File: config.mk
export PLATFORM = sky130hd
export DESIGN_NAME = snoop_cache_controller
export DESIGN_NICKNAME = d
export VERILOG_FILES = /design/src/rtl/snoop_cache_controller.sv
export SDC_FILE = /design/constraint.sdc
export NUM_CORES = 1
export LEC_CHECK = 0
export CAP_MARGIN = 10
export CELL_PAD_IN_SITES_DETAIL_PLACEMENT = 0
export CELL_PAD_IN_SITES_GLOBAL_PLACEMENT = 1
export CORE_UTILIZATION = 30
export DETAILED_ROUTE_END_ITERATION = 16
export GPL_TIMING_DRIVEN = 0
export PLACE_DENSITY = 0.54
export SLEW_MARGIN = 40
export SYNTH_ARGS = -nofsm -noshare
export SYNTH_HDL_FRONTEND = slang
export SYNTH_SLANG_ARGS = --single-unit
export TNS_END_PERCENT = 100
File: constraint.sdc
create_clock -name clock -period 2.9 [get_ports clock]
set_input_delay 0.29 -clock clock [delete_from_list [all_inputs] [get_ports clock]]
set_output_delay 0.29 -clock clock [all_outputs]
set_load 0.03 [all_outputs]
File: src/rtl/snoop_cache_controller.sv
// Purpose   : per-CPU 4-line direct-mapped MSI write-back cache controller on a two-CPU snooping bus.
// Latency   : hit -> done 2 cycles after strobe; miss -> done 1 cycle after the accepting fill edge.
// Backpress.: requests taken only in IDLE; a snoop SUPPLY owns bus_out for 3 cycles and own packets wait.
// Ports     : clock/reset (async, active-high); bus_in = fill replies and forwarded snoops;
//             execute_instruction/instruction/address/data_in = local request; data_out/done = result;
//             bus_out = {WB,SUPPLY,BCAST,RD_MISS,WR_MISS,INV,addr[2:0],data[3:0]}.
module snoop_cache_controller (
    input  logic        clock,
    input  logic        reset,
    input  logic [12:0] bus_in,
    input  logic        execute_instruction,
    input  logic        instruction,
    input  logic [2:0]  address,
    input  logic [3:0]  data_in,
    output logic [3:0]  data_out,
    output logic        done,
    output logic [12:0] bus_out
);
    typedef enum logic [2:0] {S_IDLE, S_LOOKUP, S_WB_WAIT, S_MISS_WAIT, S_FINISH} state_t;
    localparam logic [1:0] MSI_I = 2'b00, MSI_S = 2'b01, MSI_M = 2'b10;

    state_t      r_state;
    logic [1:0]  r_st   [0:3];
    logic        r_tag  [0:3];
    logic [3:0]  r_data [0:3];
    logic        r_instr;
    logic [2:0]  r_addr;
    logic [3:0]  r_wdata;
    logic [12:0] r_bus_prev;
    logic [1:0]  r_sup_cnt;
    logic [12:0] r_sup_pkt;
    logic [12:0] r_req_pkt;   // own packet before SUPPLY suppression; held while waiting
    logic [12:0] r_bus_out;
    logic [3:0]  r_data_out;
    logic        r_done;

    logic        w_new, w_is_reply, w_reply, w_snoop, w_shit, w_sup_start, w_sup_busy;
    logic [1:0]  w_sidx, w_idx, w_snp_st, w_lk_st;
    logic        w_hit, w_inv_stall, w_wb_ack, w_fill;
    logic [2:0]  w_victim_addr;
    logic [12:0] w_miss_pkt, w_own_nxt;

    // bus_in is level-held: only the first cycle of a new value is an event
    assign w_new      = (bus_in != r_bus_prev);
    assign w_is_reply = (bus_in[12:7] == 6'b001000);
    assign w_reply    = w_new && w_is_reply;
    assign w_snoop    = w_new && !w_is_reply && bus_in[10];
    assign w_sidx     = bus_in[5:4];
    assign w_shit     = w_snoop && (r_st[w_sidx] != MSI_I) && (r_tag[w_sidx] == bus_in[6]);

    always_comb begin
        w_snp_st    = r_st[w_sidx];
        w_sup_start = 1'b0;
        if (w_shit) begin
            if (r_st[w_sidx] == MSI_M && bus_in[9]) begin
                w_sup_start = 1'b1;
                w_snp_st    = MSI_S;
            end else if (r_st[w_sidx] == MSI_M && bus_in[8]) begin
                w_sup_start = 1'b1;
                w_snp_st    = MSI_I;
            end else if (r_st[w_sidx] == MSI_S && (bus_in[8] || bus_in[7])) begin
                w_snp_st    = MSI_I;
            end
        end
    end

    // bus_out is owned by SUPPLY next cycle if one starts now or has more than one cycle left
    assign w_sup_busy = w_sup_start || (r_sup_cnt > 2'd1);

    // Lookup sees the line state after this cycle's snoop update
    assign w_idx         = r_addr[1:0];
    assign w_lk_st       = (w_shit && w_sidx == w_idx) ? w_snp_st : r_st[w_idx];
    assign w_hit         = (w_lk_st != MSI_I) && (r_tag[w_idx] == r_addr[2]);
    // The one-cycle INV cannot be held for later, so a write hit on S waits in LOOKUP
    assign w_inv_stall   = w_sup_busy && w_hit && r_instr && (w_lk_st == MSI_S);
    // Victim tag survives invalidation, so it still names the write-back address in WB_WAIT
    assign w_victim_addr = {r_tag[w_idx], w_idx};
    assign w_miss_pkt    = r_instr ? {6'b001010, r_addr, r_wdata} : {6'b001100, r_addr, 4'b0000};
    assign w_wb_ack      = w_reply && (bus_in[6:4] == w_victim_addr);
    assign w_fill        = w_reply && (bus_in[6:4] == r_addr);

    always_comb begin
        w_own_nxt = 13'b0;
        case (r_state)
            S_LOOKUP: begin
                if (w_hit) begin
                    if (r_instr && w_lk_st == MSI_S && !w_inv_stall)
                        w_own_nxt = {6'b001001, r_addr, r_wdata};
                end else if (w_lk_st == MSI_M) begin
                    w_own_nxt = {6'b101000, w_victim_addr, r_data[w_idx]};
                end else begin
                    w_own_nxt = w_miss_pkt;
                end
            end
            S_WB_WAIT:   w_own_nxt = w_wb_ack ? w_miss_pkt : r_req_pkt;
            S_MISS_WAIT: w_own_nxt = w_fill ? 13'b0 : r_req_pkt;
            default:     w_own_nxt = 13'b0;
        endcase
    end

    always_ff @(posedge clock or posedge reset) begin
        if (reset) begin
            r_state    <= S_IDLE;
            for (int i = 0; i < 4; i++) begin
                r_st[i]   <= MSI_I;
                r_tag[i]  <= 1'b0;
                r_data[i] <= 4'b0;
            end
            r_instr    <= 1'b0;
            r_addr     <= 3'b0;
            r_wdata    <= 4'b0;
            r_bus_prev <= 13'b0;
            r_sup_cnt  <= 2'd0;
            r_sup_pkt  <= 13'b0;
            r_req_pkt  <= 13'b0;
            r_bus_out  <= 13'b0;
            r_data_out <= 4'b0;
            r_done     <= 1'b0;
        end else begin
            r_bus_prev <= bus_in;
            r_done     <= 1'b0;
            r_req_pkt  <= w_own_nxt;

            // Snoop update first; FSM writes below to the same line override it
            if (w_shit)
                r_st[w_sidx] <= w_snp_st;

            if (w_sup_start) begin
                r_sup_cnt <= 2'd3;
                r_sup_pkt <= {6'b011000, bus_in[6:4], r_data[w_sidx]};
                r_bus_out <= {6'b011000, bus_in[6:4], r_data[w_sidx]};
            end else if (r_sup_cnt > 2'd1) begin
                r_sup_cnt <= r_sup_cnt - 2'd1;
                r_bus_out <= r_sup_pkt;
            end else begin
                r_sup_cnt <= 2'd0;
                r_bus_out <= w_own_nxt;
            end

            case (r_state)
                S_IDLE: begin
                    if (execute_instruction) begin
                        r_instr <= instruction;
                        r_addr  <= address;
                        r_wdata <= data_in;
                        r_state <= S_LOOKUP;
                    end
                end
                S_LOOKUP: begin
                    if (w_hit) begin
                        if (!r_instr) begin
                            r_data_out <= r_data[w_idx];
                            r_state    <= S_FINISH;
                        end else if (!w_inv_stall) begin
                            r_data[w_idx] <= r_wdata;
                            r_st[w_idx]   <= MSI_M;
                            r_data_out    <= r_wdata;
                            r_state       <= S_FINISH;
                        end
                    end else if (w_lk_st == MSI_M) begin
                        r_st[w_idx] <= MSI_I;
                        r_state     <= S_WB_WAIT;
                    end else begin
                        r_state <= S_MISS_WAIT;
                    end
                end
                S_WB_WAIT: begin
                    if (w_wb_ack)
                        r_state <= S_MISS_WAIT;
                end
                S_MISS_WAIT: begin
                    if (w_fill) begin
                        r_tag[w_idx]  <= r_addr[2];
                        r_data[w_idx] <= r_instr ? r_wdata : bus_in[3:0];
                        r_st[w_idx]   <= r_instr ? MSI_M : MSI_S;
                        r_data_out    <= r_instr ? r_wdata : bus_in[3:0];
                        r_state       <= S_FINISH;
                    end
                end
                S_FINISH: begin
                    r_done  <= 1'b1;
                    r_state <= S_IDLE;
                end
                default: r_state <= S_IDLE;
            endcase
        end
    end

    assign bus_out  = r_bus_out;
    assign data_out = r_data_out;
    assign done     = r_done;
endmodule

==> results by group <==
Power and ir drop
  • Leak: 0.00302 uW
  • Max IR drop VDD: 0.336 mV
  • Power per cell area: 1010 mW/mm2

Synthesis
  • Async set or reset register ratio after synthesis: 100%
  • Number of synthesized flops with an enable pin: 0
  • Sequential area share after synthesis: 46.7%
  • Yosys cell types: 64
  • Ys Warns: 0
  • Mapped Cells: 452
  • Avg Cell Area, Syn: 11.0 um2
  • FF+latch count, synth: 93
  • Synthesized Nets: 476
  • Synth Flop Type: dfrtp_1
  • Mapped cell area: 0.00499 mm2

Setup path
  • Flop2flop setup slack: -20 ps
  • CP max FO: 5
  • Reg2reg path depth: 10
  • Worst Path Required: 3140 ps
  • Critical Path Sink Type: flop
  • Crit path DAT: 3160 ps
  • Crit Path Class: reg -> reg
  • Startpoint Class: flop

Floorplanning
  • Core footprint: 0.0161 mm2
  • Die H: 131 um
  • Top Ports: 42
  • Die ar.: 0.0171 mm2
  • Initial Util: 31.1%
  • Die X: 131 um
  • Cell row count: 46

Job
  • Max cap viols: 0

STA
  • Slew @ Worst Pin: 800 ps
  • Hold slack: 107 ps
  • Setup TNS: -17.6 ps
  • Max Transition Viols Final: 0
  • Max Fclk: 343 MHz
  • Setup violations, final: 1
  • Clock Skews: 8.58 ps
  • Worst setup margin: -17.6 ps
  • RSZ-0062 raised after global routing: true
  • Worst slew margin: 46.7%
  • Final Hold Viols: 0
  • Fin crit period: 2920 ps
  • Final Cycle Share: 101%

Drt
  • DR pass1 iterations: 5
  • WL met2: 6820 um
  • M1 wire length: 7370 um
  • Top Layer Used: met4
  • Drt drc: 0
  • Vias per cell: 5.21
  • Drt total wl: 15400 um
  • Via total after detailed routing: 3937
  • Iter 0 DRT Violations: 253
  • Post-DRT Antenna Nets: 0
  • Drt wl/cell: 20.4 um
  • Routed wl met3: 775 um

GRT
  • GRT Util Overall: 19.4%
  • Largest net degree at the start of global routing: 49
  • First-pass GRT wire length: 23800 um
  • Vias in the first global route: 3906
  • Antenna violations before repair: 0
  • Overflow after GRT: 0

Clock network
  • Clk buf depth: 2
  • # clock sinks: 93
  • # H-tree levels: 3
  • Clock tree from TritonCTS: yes
  • TritonCTS Buffers: 9
  • CTS root buf: clkbuf_16
  • Worst skew pair latency: 350 ps
  • Worst-path clk slew: 70 ps

Final layout
  • Layout net count: 559
  • Fillers: 1561
  • P&R area growth vs syn: 30.7%
  • Layout cell share with drive strength beyond 1: 25.6%
  • Antenna diode count: 0
  • Most frequent cells in the layout: dfrtp_1 (93), nand2_1 (44), clkdlybuf4s50_1 (34)
  • Most common cell after layout, fill and taps aside: dfrtp_1

Hold path
  • Worst hold path type: in -> reg
  • Hold Path Depth: 1

Run status
  • Status: finished with violations
  • Failing checks: negative setup slack

Placement
  • Gpl congestion: 0.838
  • I/O Buffers: 41
  • HPWL Detailed: 11100 um
-- synthesized netlist by cell type, types with 4 or more instances --
| cell type | n | area (um2) |
|---|---|---|
| clkbuf_1 | 17 | 63.8 |
| nor2b_1 | 6 | 37.5 |
| a21oi_1 | 8 | 40.0 |
| a221o_1 | 4 | 40.0 |
| nand2_1 | 51 | 191 |
| and3_1 | 9 | 56.3 |
| mux2_1 | 16 | 180 |
| nor4_1 | 9 | 56.3 |
| nand2b_1 | 4 | 25.0 |
| nor2_1 | 26 | 97.6 |
| o211ai_1 | 7 | 52.6 |
| mux2i_1 | 13 | 130 |
| o21ai_0 | 13 | 65.1 |
| xor2_1 | 12 | 105 |
| inv_1 | 10 | 37.5 |
| dfrtp_1 | 93 | 2330 |
| nor3_1 | 8 | 40.0 |
| mux2_2 | 26 | 293 |
| a21o_1 | 7 | 52.6 |
| and2_1 | 9 | 56.3 |
| xnor2_1 | 9 | 78.8 |
| a211o_1 | 5 | 43.8 |
| nand3b_1 | 5 | 37.5 |
| mux4_2 | 14 | 315 |
| nand3_1 | 11 | 55.1 |
-- kinds of logic (layout without fill, tap and decap cells) --
logic type      after synthesis  after routing  synth area share (%)
flops                        93             93                  46.7
buf+inv                      33            121                  2.78
simple gates                148            148                  14.9
compound gates               88             88                  13.6
mux                          69             69                  18.4
xor+xnor                     21             21                  3.69
-- critical path, cell delays in order, from the launching register on --
cell and delay (ps):
dfrtp_1 390, mux4_2 540, xor2_2 170, o21bai_4 190
nand2b_4 170, o31a_1 370, buf_4 160, and2_4 170
o311a_4 120, a211o_1 300, o221a_1 230
-- layout make-up --
type                            count  area (um2)  area share (%)
Sequential cell                    93        2330            35.7
Clock buffer                        9         225            3.46
Clock inverter                      7        55.1           0.845
Timing Repair Buffer               72         692            10.6
Tap cell                          216         270            4.15
Buffer                             23         144            2.21
Multi-Input combinational cell    326        2760            42.3
Inverter                           10        45.0           0.691
-- power by group --
part | internal (uW) | switching, uW | total (uW)
Combinational | 1510 | 1950 | 3460
Sequential | 1700 | 257 | 1960
Clock | 594 | 555 | 1150
-- worst paths after layout --
check,start,endpoint
max in group asynchronous,reset,r_st[1]$_DFF_PP0_
worst max-delay path,r_tag[0]$_DFFE_PP0P_,bus_out[6]$_DFF_PP0_
worst max register to register,r_tag[0]$_DFFE_PP0P_,bus_out[6]$_DFF_PP0_
worst min-delay path,bus_in[5],r_bus_prev[5]$_DFF_PP0_
min in group asynchronous,reset,bus_out[4]$_DFF_PP0_
worst min register to register,r_sup_cnt[0]$_DFF_PP0_,r_sup_cnt[0]$_DFF_PP0_
-- per-layer routing --
layer	global-route usage (%)	vias up
li1	-	1824
met5	0	-
met1	27.2	1991
met4	9.20	0
met3	3.83	21
met2	28.6	101
-- flip-flops by register name, indices dropped and copies added (netlist names) --
signal / flops
r_data: 16
bus_out: 13
r_bus_prev: 13
r_req_pkt: 13
r_st: 8
r_sup_pkt: 8
data_out: 4
r_tag: 4
r_wdata: 4
r_addr: 3
r_state: 3
r_sup_cnt: 2
done: 1
r_instr: 1
-- what timing repair did --
item / CTS / global route
setup buffers: 16 / 13
resized for setup: 39 / 31
setup endpoints to repair: 62 / 36
hold buffers: 0 / 0
pin swaps: 9 / 17
-- through the flow --
step / power, uW / utilization (%) / std cells / setup slack [ps] / instance area, um2
floorplan: 3920 / - / 452 / 190 / 4990
global placement: 4880 / 35.3 / 709 / -1470 / 5670
detailed placement: 4910 / 35.6 / 711 / -1000 / 5710
CTS: 6390 / 39.2 / 743 / -4.00 / 6300
global route: 6980 / 40.6 / 756 / -76.2 / 6520
finish: 6570 / 40.6 / 756 / -17.6 / 6520
No activity file was read; power rests on OpenSTA's default activity.
